**src/rtl/lane_merge_pkg.sv**
```systemverilog
// Shared constants for the four-lane merge FIFO stage.
// Lane width, lane count, FIFO depth and lane index constants.
package lane_merge_pkg;

  localparam int LM_DATA_W    = 8;
  localparam int LM_NUM_LANES = 4;
  localparam int LM_DEPTH     = 4;
  localparam int LM_ADDR_W    = 2;

  localparam logic [1:0] LANE0 = 2'd0;
  localparam logic [1:0] LANE1 = 2'd1;
  localparam logic [1:0] LANE2 = 2'd2;
  localparam logic [1:0] LANE3 = 2'd3;

endpackage

```
**src/rtl/lane_fifo.sv**
```systemverilog
// Single-clock synchronous FIFO for one byte lane.
// Ports: push/din in, pop/dout out, registered full/empty, count.
module lane_fifo
  import lane_merge_pkg::*;
#(
  parameter int DATA_W = LM_DATA_W,
  parameter int DEPTH  = LM_DEPTH,
  parameter int ADDR_W = LM_ADDR_W
) (
  input  logic              clk,
  input  logic              reset_L,
  input  logic              push,
  input  logic              pop,
  input  logic [DATA_W-1:0] din,
  output logic [DATA_W-1:0] dout,
  output logic              full,
  output logic              empty,
  output logic [ADDR_W:0]   count
);

  localparam logic [ADDR_W:0] CNT_MAX = (ADDR_W+1)'(DEPTH);

  logic [DATA_W-1:0] mem [DEPTH];
  logic [ADDR_W-1:0] wr_ptr;
  logic [ADDR_W-1:0] rd_ptr;
  logic [ADDR_W:0]   count_n;
  logic              wr_en;
  logic              rd_en;

  // A full FIFO still accepts a write when its head leaves this cycle.
  assign rd_en = pop & ~empty;
  assign wr_en = push & (~full | rd_en);
  assign dout  = mem[rd_ptr];

  always_comb begin
    count_n = count;
    unique case ({wr_en, rd_en})
      2'b10:   count_n = count + 1'b1;
      2'b01:   count_n = count - 1'b1;
      default: count_n = count;
    endcase
  end

  always_ff @(posedge clk) begin
    if (wr_en) mem[wr_ptr] <= din;
  end

  always_ff @(posedge clk or negedge reset_L) begin
    if (!reset_L) begin
      wr_ptr <= '0;
      rd_ptr <= '0;
      count  <= '0;
      full   <= 1'b0;
      empty  <= 1'b1;
    end else begin
      if (wr_en) wr_ptr <= wr_ptr + 1'b1;
      if (rd_en) rd_ptr <= rd_ptr + 1'b1;
      count <= count_n;
      full  <= (count_n == CNT_MAX);
      empty <= (count_n == '0);
    end
  end

endmodule

```
**src/rtl/lane_merge_fifo4.sv**
```systemverilog
// Merges four buffered byte lanes into one valid/ready byte stream.
// Macro LANE_MERGE_STRICT_ORDER_EN: grant only lane rr (strict 0,1,2,3).
module lane_merge_fifo4
  import lane_merge_pkg::*;
#(
  parameter int DATA_W = LM_DATA_W,
  parameter int DEPTH  = LM_DEPTH,
  parameter int ADDR_W = LM_ADDR_W
) (
  input  logic              clk,
  input  logic              reset_L,
  input  logic              validin0,
  input  logic              validin1,
  input  logic              validin2,
  input  logic              validin3,
  input  logic [DATA_W-1:0] datain0,
  input  logic [DATA_W-1:0] datain1,
  input  logic [DATA_W-1:0] datain2,
  input  logic [DATA_W-1:0] datain3,
  input  logic              out_ready,
  output logic              valid_out,
  output logic [DATA_W-1:0] data_out,
  output logic [1:0]        lane_out,
  output logic [3:0]        fifo_full,
  output logic [3:0]        fifo_empty,
  output logic [3:0]        overflow_err
);

  localparam logic [ADDR_W:0] CNT_MAX = (ADDR_W+1)'(DEPTH);

  logic [3:0]        vin;
  logic [DATA_W-1:0] din  [4];
  logic [DATA_W-1:0] dout [4];
  logic [ADDR_W:0]   cnt  [4];
  logic [3:0]        pop;
  logic [3:0]        drop;
  logic [1:0]        rr;
  logic [1:0]        grant;
  logic              grant_vld;
  logic              load;

  assign vin    = {validin3, validin2, validin1, validin0};
  assign din[0] = datain0;
  assign din[1] = datain1;
  assign din[2] = datain2;
  assign din[3] = datain3;

  for (genvar i = 0; i < 4; i++) begin : g_lane
    lane_fifo #(
      .DATA_W(DATA_W),
      .DEPTH (DEPTH),
      .ADDR_W(ADDR_W)
    ) u_fifo (
      .clk    (clk),
      .reset_L(reset_L),
      .push   (vin[i]),
      .pop    (pop[i]),
      .din    (din[i]),
      .dout   (dout[i]),
      .full   (fifo_full[i]),
      .empty  (fifo_empty[i]),
      .count  (cnt[i])
    );
    assign pop[i]  = load & grant_vld & (grant == 2'(i));
    assign drop[i] = vin[i] & (cnt[i] == CNT_MAX) & ~pop[i];
  end

  assign load = ~valid_out | out_ready;

`ifdef LANE_MERGE_STRICT_ORDER_EN
  always_comb begin
    grant     = rr;
    grant_vld = ~fifo_empty[rr];
  end
`else
  // Scan from rr+3 down to rr so the lane nearest rr wins.
  always_comb begin
    grant     = rr;
    grant_vld = 1'b0;
    for (int k = 3; k >= 0; k--) begin
      if (!fifo_empty[rr + 2'(k)]) begin
        grant     = rr + 2'(k);
        grant_vld = 1'b1;
      end
    end
  end
`endif

  always_ff @(posedge clk or negedge reset_L) begin
    if (!reset_L) begin
      rr           <= 2'd0;
      valid_out    <= 1'b0;
      data_out     <= '0;
      lane_out     <= 2'd0;
      overflow_err <= 4'h0;
    end else begin
      overflow_err <= overflow_err | drop;
      if (load) begin
        valid_out <= grant_vld;
        if (grant_vld) begin
          data_out <= dout[grant];
          lane_out <= grant;
          rr       <= grant + 2'd1;
        end
      end
    end
  end

endmodule

```
**config.mk**
```make
export PLATFORM = sky130hd
export DESIGN_NAME = lane_merge_fifo4
export DESIGN_NICKNAME = d
export VERILOG_FILES = /design/src/rtl/lane_merge_pkg.sv /design/src/rtl/lane_fifo.sv /design/src/rtl/lane_merge_fifo4.sv
export SDC_FILE = /design/constraint.sdc
export NUM_CORES = 1
export LEC_CHECK = 0
export ABC_AREA = 1
export CORE_ASPECT_RATIO = 0.6
export CORE_MARGIN = 2
export CORE_UTILIZATION = 42
export CTS_CLUSTER_DIAMETER = 100
export DETAILED_ROUTE_END_ITERATION = 6
export PLACE_DENSITY = 0.63
export SLEW_MARGIN = 40
export SYNTH_ARGS = -nofsm -noshare
export SYNTH_HDL_FRONTEND = slang
export SYNTH_SLANG_ARGS = --single-unit
```
**constraint.sdc**
```tcl
create_clock -name clk -period 5.8 [get_ports clk]
set_input_delay 1.74 -clock clk [delete_from_list [all_inputs] [get_ports clk]]
set_output_delay 1.74 -clock clk [all_outputs]
set_load 0.02 [all_outputs]
```
==> flow_metrics.py, run 1 <==
metrics = {
    "run_status": {
        "status": "finished clean",
    },
    "finish": {
        "drive_gt1_share_pct": 10.9,
        "layout_common_cells": "edfxtp_1, nand2_1, nor2_1, inv_1, o21ai_0",
        "stdcell_count": 1036,
        "fin_util_pct": 50.1,
        "fin_nets": 840,
        "diodes": 0,
        "layout_commonest_cell": "edfxtp_1",
        "final_area_sq_um": 9530,
        "syn_to_final_growth_pct": 16.9,
    },
    "clock_network": {
        "postCtsSetupBuffers": 0,
        "htreeDepth": 4,
        "cts_buffers": 17,
        "cts.hold.buffers_added": 0,
        "clock_sinks": 181,
        "cts_buffer_depth": 2,
        "cts_tree": "yes",
        "clockRootBuffer": "clkbuf_16",
        "cts.reportedPaths.clkPinSlew_ns": 0.08,
        "cts_resized": 0,
        "insertion_delay_ns": 0.45,
    },
    "floorplanning": {
        "dieWidth_microns": 184,
        "design.core.area_sq_um": 19000,
        "start_util_pct": 42.8,
        "die-area_sq_um": 20600,
        "die_h_microns": 112,
        "ios": 62,
        "rows": 39,
    },
    "synth": {
        "synth-seq-cells": 181,
        "synth-seq-area-share_pct": 63.5,
        "ys.flop_type": "edfxtp_1",
        "synth_nets": 789,
        "netlist_area_sq_um": 8150,
        "syn_avg_cell_area_sq_um": 11.2,
        "synth_edf_count": 128,
        "ys_warn_count": 0,
        "async_reset_ff_share_pct": 29.3,
        "ys_types": 41,
        "synth_cells": 726,
    },
    "detailed_routing": {
        "wl_microns": 17900,
        "vias": 5360,
        "drt-initial-drc-count": 388,
        "drt-wirelength-per-cell_microns": 17.3,
        "vias_per_cell": 5.17,
        "antenna_left": 0,
        "first_pass_iters": 5,
        "drc": 0,
    },
    "power": {
        "worst_ir_drop_vdd_mv": 0.253,
        "finalPower_mw": 5.54,
        "power_density_nw_per_um2": 582,
        "leakagePower_nw": 3.72,
    },
    "worst_hold_path": {
        "hp-class": "flop to flop",
    },
    "setup_path": {
        "worstSetupPathType": "input port to flop",
        "cp.required_ns": 6.15,
        "path_max_fanout": 13,
        "critical_path_arrival_ns": 4.77,
        "startpoint_type": "input port",
        "crit_path_end_kind": "flop",
        "r2r_slack_ns": 2.07,
    },
    "global_routing": {
        "grt_pass1_vias": 5268,
        "grt_max_degree": 54,
        "grt_pass1_wl_microns": 28200,
        "grt_antenna_before_repair": 1,
        "grt_usage_pct": 18.2,
        "grt_overflow_total": 0,
    },
    "sta": {
        "timing.final.ws_setup_ns": 1.37,
        "finalMaxSlewViolations": 0,
        "hold_viol_final": 0,
        "fmax_ghz": 0.226,
        "timing.final.crit_share_pct": 76.3,
        "rsz0062_at_grt": "no",
        "min_period_ns": 4.43,
        "worst_slew_pin_slew_ns": 0.838,
        "setup_viol_count_final": 0,
        "fin_skew_ns": 0.0241,
        "max_slew_margin_pct": 43.9,
        "timing.hold.ws_ns": 0.482,
        "tns_ns": 0,
    },
    "placed_design": {
        "dp.cells": 1004,
        "dpl.hpwl_microns": 12500,
        "pre_cts_slack_ns": 0.955,
        "place_congestion": 0.789,
        "placement.io_buffers": 61,
        "dpl-instance-area_sq_um": 8900,
    },
    "run": {
        "cap_viol_max_count": 0,
    },
}
[path summary, 6_finish.rpt]
path	startpoint	cells after the start	endpoint
worst max-delay path	out_ready	14	g_lane[2].u_fifo.full
max in group asynchronous	reset_L	2	g_lane[0].u_fifo.rd_ptr[1]
min in group asynchronous	reset_L	2	g_lane[1].u_fifo.full
worst max register to register	rr[0]	15	g_lane[1].u_fifo.full
worst min register to register	overflow_err[3]	1	overflow_err[3]
worst min-delay path	overflow_err[3]	1	overflow_err[3]
[per-layer routing]
| layer | global-route usage, % | share of wire [%] |
|---|---|---|
| met5 | 0 | 0 |
| met4 | 4.64 | 0.79 |
| met3 | 3.96 | 4.9 |
| met2 | 27.9 | 45 |
| met1 | 26.4 | 50 |
[synthesized netlist by cell type, drive strengths merged (4+ instances only)]
library cell  count  area share (%)
a21oi             5            0.31
buf              15             1.4
clkbuf           15            0.69
dfrtp            49              15
dfstp             4             1.3
edfxtp          128              47
fa                4            0.98
ha               20             3.1
inv              82             3.8
nand2           118             6.5
nand3            33             2.6
nand3b           16             1.5
nor2            102             5.2
o21ai            69             4.2
o21bai            5            0.74
o22ai            24             1.8
o32ai             8            0.86
or2               4            0.31
xnor2             4            0.43
xor2             11             1.2
[area by class of cell]
| cell class | count | area [sq um] |
|---|---|---|
| Timing Repair Buffer | 62 | 613 |
| Clock inverter | 15 | 186 |
| Sequential cell | 181 | 5170 |
| Tap cell | 246 | 308 |
| Multi-Input combinational cell | 432 | 2500 |
| Clock buffer | 17 | 425 |
| Inverter | 83 | 317 |
| Fill cell | 1645 | 9510 |
[state kept, by name (all words and copies together) (netlist names), 2 cells and up]
signal                count
g_lane.u_fifo.mem       128
g_lane.u_fifo.count      12
data_out                  8
g_lane.u_fifo.rd_ptr      8
g_lane.u_fifo.wr_ptr      8
g_lane.u_fifo.empty       4
g_lane.u_fifo.full        4
overflow_err              4
lane_out                  2
rr                        2
[kinds of logic (layout without fill, tap and decap cells)]
kind of cell	after synthesis	count (layout)	synth area share, %
buffers and inverters	113	177	5.99
AO/OA/AOI/OAI	116	116	8.51
flip-flops	181	181	63.5
AND/OR/NAND/NOR	277	277	16.3
XOR/XNOR	15	15	1.61
adder cells (fa/ha/maj)	24	24	4.05
[worst max-delay path, stage by stage]
cell	delay, ns
clkdlybuf4s50_1	0.45
inv_1	0.03
nand2_1	0.09
nand2_1	0.30
inv_2	0.37
nand3_4	0.22
o21bai_4	0.21
nand2_4	0.11
ha_1	0.20
inv_1	0.10
fa_1	0.42
o21ai_0	0.29
or2_2	0.19
nor2_1	0.05
[power breakdown]
group          internal (mW)  switching, mW  total (mW)
Sequential              1.77          0.298        2.06
Clock                  0.657          0.541        1.20
Combinational          0.815           1.47        2.28
Total                   3.24           2.31        5.54
(Power assumes the default switching activity.)
==> inputs of run 2 (changes only) <==
clock period = 4.46 ns   (was 5.8 ns; I/O delays follow)
==> flow_metrics.py, run 2 (synthesized netlist as in run 1, its figures left out) <==
metrics = {
    "sta": {
        "timing.final.ws_setup_ns": 0.942,
        "finalMaxSlewViolations": 0,
        "worst_slew_pin_slew_ns": 0.654,
        "fin_skew_ns": 0.00689,
        "fmax_ghz": 0.284,
        "hold_viol_final": 0,
        "setup_viol_count_final": 0,
        "tns_ns": 0,
        "timing.hold.ws_ns": 0.494,
        "timing.final.crit_share_pct": 78.9,
        "rsz0062_at_grt": "no",
        "max_slew_margin_pct": 56.4,
        "min_period_ns": 3.52,
    },
    "finish": {
        "drive_gt1_share_pct": 11.2,
        "layout_common_cells": "edfxtp_1, nand2_1, nor2_1, inv_1, o21ai_0",
        "diodes": 0,
        "layout_commonest_cell": "edfxtp_1",
        "fin_nets": 851,
        "syn_to_final_growth_pct": 17.4,
        "reg.largest.list": "g_lane.u_fifo.mem: 128 flops, g_lane.u_fifo.count: 12 flops",
        "largest_reg_flops": 128,
        "stdcell_count": 1047,
        "top_register": "g_lane.u_fifo.mem",
    },
    "clock_network": {
        "cts_buffers": 17,
        "cts_resized": 0,
        "cts_buffer_depth": 2,
        "postCtsSetupBuffers": 0,
        "cts.hold.buffers_added": 0,
        "insertion_delay_ns": 0.44,
        "cts_tree": "yes",
        "htreeDepth": 4,
        "clock_sinks": 181,
        "clockRootBuffer": "clkbuf_16",
        "cts.reportedPaths.clkPinSlew_ns": 0.07,
    },
    "setup_path": {
        "worstSetupStartpoint": "out_ready",
        "ff2ff_path_depth": 19,
        "cp.required_ns": 4.82,
        "r2r-end": "g_lane[3].u_fifo.full",
        "worstSetupPathDepth": 17,
        "r2r_slack_ns": 1.00,
        "slowest_delay_ns": 0.40,
        "critical_path.most_common_cell": "inv_1",
        "critical_path_arrival_ns": 3.88,
        "startpoint_type": "input port",
        "worstSetupPathType": "input port to flop",
        "crit_buf_inv": 6,
        "regToRegStartpoint": "rr[0]",
        "slowest_stage": "clkdlybuf4s50_1",
        "crit_chain": "clkdlybuf4s50_1, inv_1, nand2_1, nand2_1, inv_2, buf_4, nand3_4, nand2_2, nand2_2, ha_1, inv_1, fa_1, a21oi_1, o21ai_0, xor2_1, inv_1, nor2_1",
        "crit_path_end_kind": "flop",
        "path_max_fanout": 10,
        "critPathTopFamily": "buffers and inverters",
    },
    "global_routing": {
        "grt_pass1_wl_microns": 28800,
        "grt_overflow_total": 0,
        "grt_antenna_before_repair": 0,
        "grt_max_degree": 29,
        "grt_usage_pct": 18.7,
        "grt_pass1_vias": 5378,
    },
    "detailed_routing": {
        "wl_microns": 18300,
        "drt-initial-drc-count": 430,
        "drt-wirelength-per-cell_microns": 17.5,
        "first_pass_iters": 5,
        "drc": 0,
        "vias_per_cell": 5.17,
        "vias": 5418,
        "antenna_left": 0,
    },
    "floorplanning": {
        "dieWidth_microns": 184,
        "rows": 39,
        "ios": 62,
        "design.core.area_sq_um": 19000,
        "die-area_sq_um": 20600,
        "start_util_pct": 42.8,
        "die_h_microns": 112,
    },
    "power": {
        "leakagePower_nw": 3.77,
        "power_density_nw_per_um2": 750,
        "worst_ir_drop_vdd_mv": 0.309,
    },
    "placed_design": {
        "place_congestion": 0.793,
        "placement.io_buffers": 61,
        "pre_cts_slack_ns": 0.513,
        "dpl.hpwl_microns": 13000,
        "dp.cells": 1015,
    },
    "worst_hold_path": {
        "worstHoldStart": "overflow_err[3]",
        "min_to": "overflow_err[3]",
        "hold_path_depth": 1,
        "hp-class": "flop to flop",
    },
    "run": {
        "cap_viol_max_count": 0,
    },
    "run_status": {
        "status": "finished clean",
    },
}
[run 2: cell count changes in the layout (fill, tap and decap cells not counted), sizes merged]
cell,delta
clkinv,+1
bufinv,-2
inv,+2
buf,+11
clkinvlp,-1
[run 2: worst max-delay path by stage]
stage,endpoint,slack [ns]
floorplan,g_lane[2].u_fifo.full,1.26
global placement,g_lane[2].u_fifo.full,0.65
detailed placement,g_lane[1].u_fifo.full,0.51
CTS,g_lane[1].u_fifo.full,0.98
global route,g_lane[3].u_fifo.full,0.60
finish,g_lane[1].u_fifo.full,0.94
[run 2: area by class of cell]
type	instances	area [sq um]
timing repair buffer	73	696
clock inverter	15	160
clock buffer	17	425
inverter	83	317
sequential	181	5170
fill	1667	9460
multi-input combinational	432	2490
tap	246	308
[run 2: report_power, final]
part | switching (mW) | leakage, nW | internal [mW] | total [mW]
Combinational | 1.91 | 1.69 | 1.09 | 3.00
Clock | 0.733 | 0.285 | 0.753 | 1.49
Sequential | 0.393 | 1.79 | 2.29 | 2.69
Total | 3.03 | 3.77 | 4.14 | 7.17
[run 2: metal layers]
metal	up-vias	global-route usage [%]	wire [microns]
met5	-	0	0
met4	0	5.28	189
met3	17	4.61	1140
met2	158	27.9	8040
met1	2673	27.2	8910
li1	2570	-	-
[run 2: stage by stage]
step	cell area [sq um]	power, mW	util [%]
after global placement	8980	5.57	47.2
after detailed placement	8980	5.70	47.2
after global routing	9570	7.68	50.3
after CTS	9570	7.19	50.3
final	9570	7.17	50.3
after floorplan	8150	4.80	-
